==> config.mk <==
export PLATFORM = sky130hd
export DESIGN_NAME = ps2_keyboard
export DESIGN_NICKNAME = d
export VERILOG_FILES = /design/src/rtl/tank_pkg.sv /design/src/rtl/ps2_rx.sv /design/src/rtl/ps2_keyboard.sv
export SDC_FILE = /design/constraint.sdc
export NUM_CORES = 1
export LEC_CHECK = 0
export ABC_AREA = 1
export ABC_CLOCK_PERIOD_IN_PS = 2200
export BUFFER_PORTS_ARGS = -buffer_cell sky130_fd_sc_hd__buf_4
export CORE_UTILIZATION = 40
export CTS_BUF_LIST = sky130_fd_sc_hd__clkbuf_2 sky130_fd_sc_hd__clkbuf_4 sky130_fd_sc_hd__clkbuf_8
export DETAILED_ROUTE_END_ITERATION = 6
export GPL_TIMING_DRIVEN = 0
export PLACE_DENSITY = 0.54
export SLEW_MARGIN = 20
export SYNTH_ARGS = -nofsm -noshare
export SYNTH_HDL_FRONTEND = slang
export SYNTH_SLANG_ARGS = --single-unit
==> constraint.sdc <==
create_clock -name clk -period 2.2 [get_ports clk]
set_input_delay 0.11 -clock clk [delete_from_list [all_inputs] [get_ports clk]]
set_output_delay 0.11 -clock clk [all_outputs]
set_load 0.01 [all_outputs]
==> src/rtl/tank_pkg.sv <==
// Shared tank constants: key ASCII codes, set-2 scan codes,
// direction codes, receiver states and the scan-code key map.
package tank_pkg;

  localparam logic [7:0] KEY_A     = 8'h61;
  localparam logic [7:0] KEY_D     = 8'h64;
  localparam logic [7:0] KEY_W     = 8'h77;
  localparam logic [7:0] KEY_S     = 8'h73;
  localparam logic [7:0] KEY_SPACE = 8'h20;
  localparam logic [7:0] KEY_ENTER = 8'h0D;

  localparam logic [7:0] SC_E0    = 8'hE0;
  localparam logic [7:0] SC_F0    = 8'hF0;
  localparam logic [7:0] SC_A     = 8'h1C;
  localparam logic [7:0] SC_D     = 8'h23;
  localparam logic [7:0] SC_W     = 8'h1D;
  localparam logic [7:0] SC_S     = 8'h1B;
  localparam logic [7:0] SC_SPACE = 8'h29;
  localparam logic [7:0] SC_ENTER = 8'h5A;
  localparam logic [7:0] SC_LEFT  = 8'h6B;
  localparam logic [7:0] SC_RIGHT = 8'h74;
  localparam logic [7:0] SC_UP    = 8'h75;
  localparam logic [7:0] SC_DOWN  = 8'h72;

  typedef enum logic [2:0] {
    LEFT  = 3'b000,
    RIGHT = 3'b001,
    UP    = 3'b010,
    DOWN  = 3'b011
  } dir_e;

  typedef enum logic [1:0] {
    RX_IDLE,
    RX_DATA,
    RX_PARITY,
    RX_STOP
  } rx_state_e;

  typedef struct packed {
    logic       hit;
    logic [7:0] ascii;
  } key_map_t;

  function automatic key_map_t map_code(
    input logic       ext,
    input logic [7:0] code
  );
    key_map_t m;
    m.hit   = 1'b1;
    m.ascii = 8'h00;
    if (!ext) begin
      case (code)
        SC_A:     m.ascii = KEY_A;
        SC_D:     m.ascii = KEY_D;
        SC_W:     m.ascii = KEY_W;
        SC_S:     m.ascii = KEY_S;
        SC_SPACE: m.ascii = KEY_SPACE;
        SC_ENTER: m.ascii = KEY_ENTER;
        default:  m.hit   = 1'b0;
      endcase
    end else begin
      case (code)
        SC_LEFT:  m.ascii = KEY_A;
        SC_RIGHT: m.ascii = KEY_D;
        SC_UP:    m.ascii = KEY_W;
        SC_DOWN:  m.ascii = KEY_S;
        default:  m.hit   = 1'b0;
      endcase
    end
    return m;
  endfunction

endpackage

==> src/rtl/ps2_rx.sv <==
// PS/2 device-to-host receiver: pin synchronisers, clock
// glitch filter, frame FSM with parity/stop check and timeout.
module ps2_rx
  import tank_pkg::*;
#(
  parameter int FILT_LEN    = 8,
  parameter int TIMEOUT_CYC = 50000
) (
  input  logic       clk,
  input  logic       rst_n,
  input  logic       ps2_clk,
  input  logic       ps2_data,
  output logic [7:0] rx_byte,
  output logic       rx_strobe,
  output logic       frame_err
);

  localparam int CW = $clog2(TIMEOUT_CYC + 1);
  localparam logic [CW-1:0] TO_LAST = CW'(TIMEOUT_CYC - 1);

  logic [1:0]          ck_sync_q, ck_sync_d;
  logic [1:0]          dt_sync_q, dt_sync_d;
  logic [FILT_LEN-1:0] filt_q, filt_d;
  logic                fclk_q, fclk_d;
  rx_state_e           state_q, state_d;
  logic [2:0]          bcnt_q, bcnt_d;
  logic [7:0]          shreg_q, shreg_d;
  logic                par_q, par_d;
  logic [CW-1:0]       tcnt_q, tcnt_d;
  logic                strobe_q, strobe_d;
  logic                err_q, err_d;
  logic                fall;
  logic                sdata;

  // Conditioning, frame sequencing and timeout supervision.
  always_comb begin
    ck_sync_d = {ck_sync_q[0], ps2_clk};
    dt_sync_d = {dt_sync_q[0], ps2_data};
    filt_d    = {filt_q[FILT_LEN-2:0], ck_sync_q[1]};
    fclk_d    = fclk_q;
    if (filt_q == '0) begin
      fclk_d = 1'b0;
    end else if (&filt_q) begin
      fclk_d = 1'b1;
    end
    fall     = fclk_q & ~fclk_d;
    sdata    = dt_sync_q[1];
    state_d  = state_q;
    bcnt_d   = bcnt_q;
    shreg_d  = shreg_q;
    par_d    = par_q;
    tcnt_d   = '0;
    strobe_d = 1'b0;
    err_d    = 1'b0;
    if (state_q != RX_IDLE) begin
      tcnt_d = fall ? '0 : tcnt_q + CW'(1);
    end
    unique case (state_q)
      RX_IDLE: begin
        if (fall && !sdata) begin
          state_d = RX_DATA;
          bcnt_d  = 3'd0;
        end
      end
      RX_DATA: begin
        if (fall) begin
          shreg_d = {sdata, shreg_q[7:1]};
          bcnt_d  = bcnt_q + 3'd1;
          if (bcnt_q == 3'd7) begin
            state_d = RX_PARITY;
          end
        end
      end
      RX_PARITY: begin
        if (fall) begin
          par_d   = sdata;
          state_d = RX_STOP;
        end
      end
      RX_STOP: begin
        if (fall) begin
          state_d = RX_IDLE;
          if (sdata && (^{par_q, shreg_q})) begin
            strobe_d = 1'b1;
          end else begin
            err_d = 1'b1;
          end
        end
      end
      default: state_d = RX_IDLE;
    endcase
    if (state_q != RX_IDLE && !fall && tcnt_q == TO_LAST) begin
      state_d = RX_IDLE;
      tcnt_d  = '0;
      err_d   = 1'b1;
    end
  end

  // Receiver state registers.
  always_ff @(posedge clk or negedge rst_n) begin
    if (!rst_n) begin
      ck_sync_q <= 2'b11;
      dt_sync_q <= 2'b11;
      filt_q    <= '1;
      fclk_q    <= 1'b1;
      state_q   <= RX_IDLE;
      bcnt_q    <= 3'd0;
      shreg_q   <= 8'h00;
      par_q     <= 1'b0;
      tcnt_q    <= '0;
      strobe_q  <= 1'b0;
      err_q     <= 1'b0;
    end else begin
      ck_sync_q <= ck_sync_d;
      dt_sync_q <= dt_sync_d;
      filt_q    <= filt_d;
      fclk_q    <= fclk_d;
      state_q   <= state_d;
      bcnt_q    <= bcnt_d;
      shreg_q   <= shreg_d;
      par_q     <= par_d;
      tcnt_q    <= tcnt_d;
      strobe_q  <= strobe_d;
      err_q     <= err_d;
    end
  end

  assign rx_byte   = shreg_q;
  assign rx_strobe = strobe_q;
  assign frame_err = err_q;

endmodule

==> src/rtl/ps2_keyboard.sv <==
// PS/2 keyboard front end: receiver plus set-2 make/break/
// extended decoder driving the tank ascii/press pair.
module ps2_keyboard
  import tank_pkg::*;
#(
  parameter int FILT_LEN    = 8,
  parameter int TIMEOUT_CYC = 50000
) (
  input  logic       clk,
  input  logic       rst_n,
  input  logic       ps2_clk,
  input  logic       ps2_data,
  output logic [7:0] ascii,
  output logic       press,
  output logic       valid,
  output logic       frame_err
);

  logic [7:0] rx_byte;
  logic       rx_strobe;
  logic       ext_q, ext_d;
  logic       brk_q, brk_d;
  logic [7:0] ascii_q, ascii_d;
  logic       press_q, press_d;
  logic       valid_q, valid_d;
  key_map_t   m;

  ps2_rx #(
    .FILT_LEN   (FILT_LEN),
    .TIMEOUT_CYC(TIMEOUT_CYC)
  ) u_rx (
    .clk      (clk),
    .rst_n    (rst_n),
    .ps2_clk  (ps2_clk),
    .ps2_data (ps2_data),
    .rx_byte  (rx_byte),
    .rx_strobe(rx_strobe),
    .frame_err(frame_err)
  );

  // Prefix tracking and key map lookup, one step per byte.
  always_comb begin
    m       = map_code(ext_q, rx_byte);
    ext_d   = ext_q;
    brk_d   = brk_q;
    ascii_d = ascii_q;
    press_d = press_q;
    valid_d = 1'b0;
    if (rx_strobe) begin
      unique case (1'b1)
        rx_byte == SC_E0: ext_d = 1'b1;
        rx_byte == SC_F0: brk_d = 1'b1;
        default: begin
          ext_d = 1'b0;
          brk_d = 1'b0;
          if (m.hit && !brk_q) begin
            ascii_d = m.ascii;
            press_d = 1'b1;
            valid_d = 1'b1;
          end else if (m.hit && m.ascii == ascii_q) begin
            press_d = 1'b0;
            valid_d = 1'b1;
          end
        end
      endcase
    end
  end

  // Decoder flags and output registers.
  always_ff @(posedge clk or negedge rst_n) begin
    if (!rst_n) begin
      ext_q   <= 1'b0;
      brk_q   <= 1'b0;
      ascii_q <= 8'h00;
      press_q <= 1'b0;
      valid_q <= 1'b0;
    end else begin
      ext_q   <= ext_d;
      brk_q   <= brk_d;
      ascii_q <= ascii_d;
      press_q <= press_d;
      valid_q <= valid_d;
    end
  end

  assign ascii = ascii_q;
  assign press = press_q;
  assign valid = valid_q;

endmodule
==> results of run 1 <==
registers in the layout, summed over array words and instances, names as in the netlist, 2 cells and up:
signal,count
u_rx.tcnt_q,16
u_rx.filt_q,8
u_rx.rx_byte,8
ascii,6
u_rx.bcnt_q,3
u_rx.ck_sync_q,2
u_rx.dt_sync_q,2
u_rx.state_q,2
worst max path at each step:
stage | slack (ns) | depth (start not counted) | start | end
3_5_place_dp | 0.32 | 11 | u_rx.rx_byte[0] | ascii[4]
3_3_place_gp | 0.32 | 11 | u_rx.rx_byte[2] | ascii[5]
2_1_floorplan | 0.62 | 11 | u_rx.rx_byte[2] | ascii[4]
5_1_grt | 0.09 | 12 | u_rx.rx_byte[6] | press
6_report | 0.35 | 11 | u_rx.rx_byte[1] | ascii[4]
4_1_cts | 0.31 | 11 | u_rx.rx_byte[0] | ascii[4]
area by class of cell:
class                   count  area [um2]  area share
multi-input cells         242        1360       0.410
well taps                  99         124      0.0373
inverters                  48         180      0.0542
clock buffers               8         104      0.0312
plain buffers               5        32.5     0.00979
flip-flops and latches     55        1390       0.419
repair buffers             16         128      0.0384
metal layers:
| layer | global-route usage | vias to the layer above | part of all wire |
|---|---|---|---|
| met4 | 0.0528 | 0 | 0.010 |
| met2 | 0.275 | 21 | 0.47 |
| met1 | 0.200 | 992 | 0.50 |
| met3 | 0.0254 | 4 | 0.020 |
| li1 | - | 1150 | - |
| met5 | 0 | - | 0 |
cells by family after synthesis:
kind of cell             Yosys count
buffers and inverters             53
other                              1
flip-flops                        55
XOR/XNOR                          11
adder cells (fa/ha/maj)           21
AND/OR/NAND/NOR                  175
AO/OA/AOI/OAI                     34
critical path: cells and delay by family (launching register included):
kind	cells	cell delay [ns]
fa+ha+maj	1	0.22
buf+inv	3	0.38
simple gates	6	0.68
flops	1	0.42
compound gates	1	0.06
repair_timing:
action / CTS / global route
hold endpoints to repair: 44 / 0
hold buffers: 3 / 0
resized for setup: 0 / 0
endpoints found under the setup margin: 0 / 0
metrics by stage:
step           hold WS (ns)  cells  utilization  worst slack (ns)
6_report              0.359    473        0.461             0.350
5_1_grt               0.366    473        0.461            0.0881
4_1_cts               0.361    473        0.461             0.309
3_5_place_dp          0.210    462        0.442             0.324
3_3_place_gp          0.211    462        0.442             0.316
2_1_floorplan        -0.186    350            -             0.621
cell usage after synthesis, drive strengths merged, types with 4 or more instances:
cell and number:
xor2 7, ha 21, buf 5, a21oi 6
nor3 6, nand3 20, nand4 10, xnor2 4
dfrtp 42, o21ai 25, inv 48, dfstp 13
nor2 45, nand2 87, nor4 4
where the power goes:
| group | internal, mW | switching, mW | total [mW] |
|---|---|---|---|
| clock network | 0.300 | 0.319 | 0.619 |
| registers | 1.10 | 0.0589 | 1.16 |
| logic | 0.145 | 0.278 | 0.423 |
| total | 1.54 | 0.656 | 2.20 |
==> implementation parameters, run 1 <==
Parameter                              Value

Outcome
  Outcome    completed

STA
  Final setup fails    0
  Clock skew after layout    approximately 0.0096 ns
  Max-slew headroom    0.542
  Setup TNS after final layout    0 ns
  Final slew viol count    0
  Worst-Margin Slew    0.686 ns
  Minimum period implied by the final worst setup slack    1.85 ns
  Post-route clock period utilization    0.841
  RSZ-0062 raised after global routing    false
  Timing-limited maximum frequency    540 MHz
  Final Hold Viols    0

Yosys
  Combinational family with the most area after synthesis    simple AND/OR/NAND/NOR gates
  Primary FF master, synth    dfrtp_1
  Fraction of synthesized area in multiplexers    0
  Total of flip-flops plus latches after synthesis    55
  Synth Instances    350
  Asr flop ratio synth    1.00
  Yosys warns    0
  Share of the synthesized netlist area taken by xor and xnor gates    0.0324
  Post-synthesis cell type with the largest combined area    dfrtp_1
  EDFF count, synth    0
  Fraction of the mapped netlist area in compound gates    0.0636
  Mean cell area of the mapped netlist    8.48 um2
  Synth top area cells    dfrtp_1 (35%), dfstp_2 (12%), nand2_1 (10%), ha_1 (8.8%), inv_1 (5.7%)
  Sequential area share after synthesis    0.469
  Adder-cell share of the synthesized area    0.0885
  Mapped Nets    375
  Post-Synth Simple-Gate Area    0.273
  Number of distinct library cell variants in the gate-level netlist after synthesis    33
  Top cell type's share of synthesized area    0.354
  Area of the mapped netlist    around 0.0030 mm2

Final layout
  Leading cell type in the layout, fill and taps excluded    nand2_1
  Area growth from synthesis to layout    12.0%
  Number of nets in the layout    398
  Top library cells by usage in the layout, fill and taps aside    nand2_1 (83), inv_1 (45), dfrtp_1 (42), nor2_1 (37), ha_1 (21)
  Number of fill cells in the layout    744
  Number of diodes added for antenna fixing    0
  Share of final-layout standard cells stronger than drive strength 1    0.166
  Final design instance area without fill    0.00332 mm2

Detailed routing
  Initial DRC Count    120
  Final antenna-violating net count    0
  Final WL    roughly 5300 um
  DRC violation count after routing    0
  Avg WL per Cell    11.1 um
  Detailed-route vias per instance    4.58
  Total via count in the routed design    about 2.2k
  Detailed Routing Iterations Pass 1    4

Place
  Post-DP HPWL    3820 um
  # port buffers    13
  Placed Area    0.00319 mm2
  Final estimated routing congestion in global placement    0.807

CTS
  Clock latency at the later pin of the worst-skew pair    0.31 ns
  TritonCTS clock tree    done
  Number of buffers added by the clock tree synthesis step    5
  Worst-case clock buffer depth    2
  Buffer cell driving the clock tree root    clkbuf_8
  Htree depth    2
  CTS clock-pin slew for the worst setup and hold paths    0.10 ns
  Post-CTS setup-driven buffer insertion count    0
  Number of sinks handled by clock tree synthesis    55

GRT
  First-pass GRT wire length    ~9500 um
  Gr usage total    0.158
  GR Overflow Total    0
  Number of antenna violations at the first check in global routing    0
  Maximum number of pins on one net before global-route repair    56
  Vias in the first global route    roughly 2.1k

Worst setup path
  Slowest stage delay, CP    between 0.4 and 0.5 ns
  Capture instance of the worst register-to-register path    ascii[4]
  CP Launch Type    register
  Worst Path Required    2.40 ns
  Critical path class    reg2reg
  R2r startpoint    u_rx.rx_byte[1]
  Arrival time at the worst endpoint    2.05 ns
  Sort of element at the end of the critical path    register
  Most frequent cell on the critical path    nand3_1
  Critical Path, Cell by Cell    inv_1 -> ha_1 -> nand2_1 -> inv_1 -> nand3_1 -> nand3_1 -> nor2_1 -> nand3_1 -> buf_4 -> nand2_1 -> o21ai_1
  R2r worst-path depth    11
  Maximum fanout encountered on the critical timing path    10
  Worst path slowest cell    dfrtp_1
  Slack of the worst reg-to-reg path    approximately 0.35 ns

Floorplan
  DIE WIDTH    88.2 um
  Die Footprint    0.00777 mm2
  Core Rows    31
  Core region area    0.00721 mm2
  Ports placed on the boundary    15
  Effective utilization at floorplan    0.412
  Die outline height    88.2 um

Hold path
  Class of the most critical hold timing path    reg2reg
  Sink of the worst hold path    u_rx.dt_sync_q[1]
  Number of instances on the worst hold path    0
  Start point of the worst hold path    u_rx.dt_sync_q[0]

Power and ir drop
  Pleak    1.59 nW
  IR drop worst, VDD    0.000373 V
  P per Cell Area    approximately 660 mW/mm2
  Post-layout total power    2.20 mW

Run
  Maxcap violations    0
No activity file was read; power rests on OpenSTA's default activity.
==> inputs of run 2 (changes only) <==
--- a/config.mk
+++ b/config.mk
@@ -5,14 +5,14 @@
 export SDC_FILE = /design/constraint.sdc
 export NUM_CORES = 1
 export LEC_CHECK = 0
-export ABC_AREA = 1
-export ABC_CLOCK_PERIOD_IN_PS = 2200
+export ABC_AREA = 0
+export ABC_CLOCK_PERIOD_IN_PS = 1700
 export BUFFER_PORTS_ARGS = -buffer_cell sky130_fd_sc_hd__buf_4
 export CORE_UTILIZATION = 40
 export CTS_BUF_LIST = sky130_fd_sc_hd__clkbuf_2 sky130_fd_sc_hd__clkbuf_4 sky130_fd_sc_hd__clkbuf_8
 export DETAILED_ROUTE_END_ITERATION = 6
 export GPL_TIMING_DRIVEN = 0
-export PLACE_DENSITY = 0.54
+export PLACE_DENSITY = 0.56
 export SLEW_MARGIN = 20
 export SYNTH_ARGS = -nofsm -noshare
 export SYNTH_HDL_FRONTEND = slang
==> constraint.sdc (replaced) <==
create_clock -name clk -period 1.7 [get_ports clk]
set_input_delay 0.085 -clock clk [delete_from_list [all_inputs] [get_ports clk]]
set_output_delay 0.085 -clock clk [all_outputs]
set_load 0.01 [all_outputs]
==> run 2 against run 1 <==
Effect of this change:
- maximum frequency decreased by 8.5%
- global-route usage rose by 1.4 points
- synthesized area fell by 0.63%
- total power grew 39%
- sequential cell count did not move
- largest cell class is now multi-input gates
- the run now ends with setup timing left
- non-clock buffer count rose by 37
- cell count down 7.0%
- utilization grew 11 points
- synthesized cell count shrank 18%
==> implementation parameters, run 2 <==
Parameter                              Value

Outcome
  Outcome    finished, violations left
  Violated checks    setup timing

STA
  Final slew viol count    0 (unchanged)
  Max-slew headroom    0.527 (-0.0153)
  Timing-limited maximum frequency    495 MHz (-8.5%)
  Worst-Margin Slew    0.709 ns (+0.0230 ns)
  Minimum period implied by the final worst setup slack    2.02 ns (+0.171 ns)
  Final setup fails    9 (+9)
  Post-route clock period utilization    1.19 (+0.348)
  Min setup slack post-route    -0.322 ns (-0.671 ns)
  RSZ-0062 raised after global routing    true
  Clock skew after layout    0.00479 ns (-0.00486 ns)
  Worst hold slack across all endpoints    0.357 ns (-0.00182 ns)
  Final Hold Viols    0 (unchanged)

Yosys
  Mean cell area of the mapped netlist    10.3 um2 (+22%)
  Primary FF master, synth    dfrtp_1
  Commonest cells in the synthesized netlist    dfrtp_1 (42), nand2_1 (29), nor2_1 (27), ha_1 (21), inv_1 (17)
  Cell with the most instances after synthesis    dfrtp_1
  EDFF count, synth    0 (unchanged)
  Synth top area cells    dfrtp_1 (36%), dfstp_2 (12%), ha_1 (8.9%), nand2_1 (3.7%), nor2_1 (3.4%)
  Synth Instances    286 (-18%)
  Total of flip-flops plus latches after synthesis    55 (unchanged)
  Top cell type's share of synthesized area    0.356 (+0.00225)
  Asr flop ratio synth    1.00 (unchanged)
  Number of distinct library cell variants in the gate-level netlist after synthesis    52 (+58%)
  Post-synthesis cell type with the largest combined area    dfrtp_1
  Mapped Nets    311 (-17%)
  Yosys warns    0 (unchanged)
  Area of the mapped netlist    0.00295 mm2 (-0.63%)
  Sequential area share after synthesis    0.472 (+0.00298)

Detailed routing
  Initial DRC Count    58 (-52%)
  Total via count in the routed design    2284 (+5.4%)
  Detailed-route vias per instance    5.19 (+13%)
  Final antenna-violating net count    0 (unchanged)
  Avg WL per Cell    14.3 um (+28%)
  Detailed Routing Iterations Pass 1    4 (unchanged)
  Final WL    6270 um (+19%)
  DRC violation count after routing    0 (unchanged)

CTS
  Number of sinks handled by clock tree synthesis    55 (unchanged)
  Htree depth    2 (unchanged)
  Buffer cell driving the clock tree root    clkbuf_8
  TritonCTS clock tree    done
  Worst-case clock buffer depth    2 (unchanged)
  Clock latency at the later pin of the worst-skew pair    0.31 ns (about the same)
  Number of buffers added by the clock tree synthesis step    5 (unchanged)
  CTS clock-pin slew for the worst setup and hold paths    0.10 ns (about the same)

Worst setup path
  Critical path class    reg2reg
  Sort of element at the end of the critical path    register
  Arrival time at the worst endpoint    2.21 ns (+0.16 ns)
  CP Launch Type    register
  Worst Path Required    1.89 ns (-0.51 ns)
  Maximum fanout encountered on the critical timing path    4 (-6)

Power and ir drop
  IR drop worst, VDD    0.000644 V (+72%)
  P per Cell Area    771 mW/mm2 (+17%)
  Pleak    1.66 nW (+4.3%)

Place
  Post-DP HPWL    3900 um (+2.1%)
  # port buffers    13 (unchanged)
  Instance count after placement with tap cells included    395 (-15%)
  Final estimated routing congestion in global placement    0.775 (-4.0%)
  Placed Area    0.00324 mm2 (+1.6%)

Floorplan
  Die Footprint    0.00772 mm2 (-0.62%)
  DIE WIDTH    87.9 um (-0.31%)
  Die outline height    87.9 um (-0.31%)
  Core region area    0.00694 mm2 (-3.7%)
  Core Rows    30 (-3.2%)
  Ports placed on the boundary    15 (unchanged)
  Effective utilization at floorplan    0.425 (+0.0133)

Final layout
  Number of nets in the layout    368 (-7.5%)
  Most flop-heavy register    u_rx.tcnt_q
  Footprint of the multi-input gates    0.00179 mm2 (+31%)
  Share of final-layout standard cells stronger than drive strength 1    0.410 (+0.244)
  Area growth from synthesis to layout    34.3%
  Area taken by flip-flops and latches    0.00140 mm2 (+0.63%)
  Number of diodes added for antenna fixing    0 (unchanged)
  Count of placed standard cells in the final layout, fillers left out    440 (-7.0%)
  Leading cell type in the layout, fill and taps excluded    buf_4
  Final design instance area without fill    0.00396 mm2 (+19%)
  Number of flip-flops in the largest register    16 (unchanged)
  Top library cells by usage in the layout, fill and taps aside    buf_4 (46), dfrtp_1 (35), nand2_1 (27), nor2_1 (26), dfstp_2 (13)
  Number of fill cells in the layout    602 (-19%)

GRT
  Vias in the first global route    2181 (+1.9%)
  First-pass GRT wire length    10200 um (+7.3%)
  Maximum number of pins on one net before global-route repair    56 (unchanged)
  Gr usage total    0.172 (+0.0137)
  Number of antenna violations at the first check in global routing    0 (unchanged)
  GR Overflow Total    0 (unchanged)

Hold path
  Class of the most critical hold timing path    in2async

Run
  Maxcap violations    0 (unchanged)
==> run 2: cell count changes in the layout (fill, tap and decap cells not counted), sizes merged, moves of 10 or more <==
| cell | before | now |
|---|---|---|
| buf | 18 | 54 |
| nand2 | 87 | 29 |
| inv | 48 | 18 |
| nor2 | 45 | 27 |
| and3 | 0 | 10 |
| nand3 | 20 | 7 |
==> run 2: layout make-up <==
type	count	share of cell area
sequential	55	0.354
multi-input combinational	206	0.451
timing repair buffer	52	0.106
clock buffer	5	0.0174
inverter	17	0.0174
buffer	6	0.0133
tap	96	0.0303
clock inverter	3	0.0107
==> run 2: cell families (layout without fill, tap and decap cells) <==
group,count (synthesis),in the layout,share of synthesized area
AOI/OAI and AO/OA,49,49,0.119
xor gates and xnor gates,18,18,0.0534
adders and majority gates,21,21,0.0891
buffers and inverters,25,83,0.0403
DFF,55,55,0.472
muxes,10,10,0.0386
other,1,1,0.00127
and+or+nand+nor,107,107,0.186
==> run 2: per-stage QoR <==
step	utilization	setup TNS [ns]	power, mW	setup slack [ns]
after CTS	0.537	-2.10	2.99	-0.325
after detailed placement	0.467	-7.18	2.01	-0.562
after global placement	0.467	-6.88	1.99	-0.566
after global routing	0.570	-2.75	3.23	-0.398
after floorplan	-	-1.84	1.86	-0.367
final	0.570	-1.82	3.05	-0.322
==> run 2: repair_timing <==
| item | 4_1_cts | 5_1_grt |
|---|---|---|
| hold buffers | 3 | 0 |
| pin swaps | 18 | 18 |
| gates resized for setup | 40 | 32 |
| setup endpoints to repair | 35 | 32 |
| gates cloned | 0 | 0 |
| endpoints found under the hold margin | 44 | 0 |
| buffers inserted | 23 | 13 |
==> run 2: power breakdown <==
| group | leakage [nW] | switching [mW] | internal [mW] |
|---|---|---|---|
| registers | 0.703 | 0.0882 | 1.41 |
| logic | 0.901 | 0.358 | 0.305 |
| clock network | 0.0562 | 0.449 | 0.440 |
| total | 1.66 | 0.896 | 2.16 |
==> run 2: final timing paths <==
| kind | from | to | slack, ns | cells after the start |
|---|---|---|---|---|
| setup / recovery | u_rx.rx_byte[0] | press | -0.32 | 8 |
| hold / removal | rst_n | brk_q | 0.36 | 2 |
| setup reg to reg | u_rx.rx_byte[0] | press | -0.32 | 8 |
| hold reg to reg | u_rx.ck_sync_q[0] | u_rx.ck_sync_q[1] | 0.36 | 0 |
| max in group asynchronous | rst_n | u_rx.rx_byte[4] | 0.82 | 2 |
| min in group clk | u_rx.ck_sync_q[0] | u_rx.ck_sync_q[1] | 0.36 | 0 |
==> run 2: worst max-delay path, stage by stage, from the launching register on <==
cell	delay, ns
dfrtp_2	0.43
inv_2	0.08
ha_4	0.17
o2111ai_4	0.21
nand3_2	0.13
buf_6	0.13
or4_4	0.42
a221oi_2	0.22
a31oi_1	0.11
==> run 2: layer usage <==
layer	track usage	share of wire	vias to the layer above	routed length, um
met2	0.289	0.51	47	3170
met5	0	0	-	0
met3	0.0292	0.029	11	179
met4	0.0805	0.020	0	127
li1	-	-	1118	-
met1	0.215	0.45	1108	2800
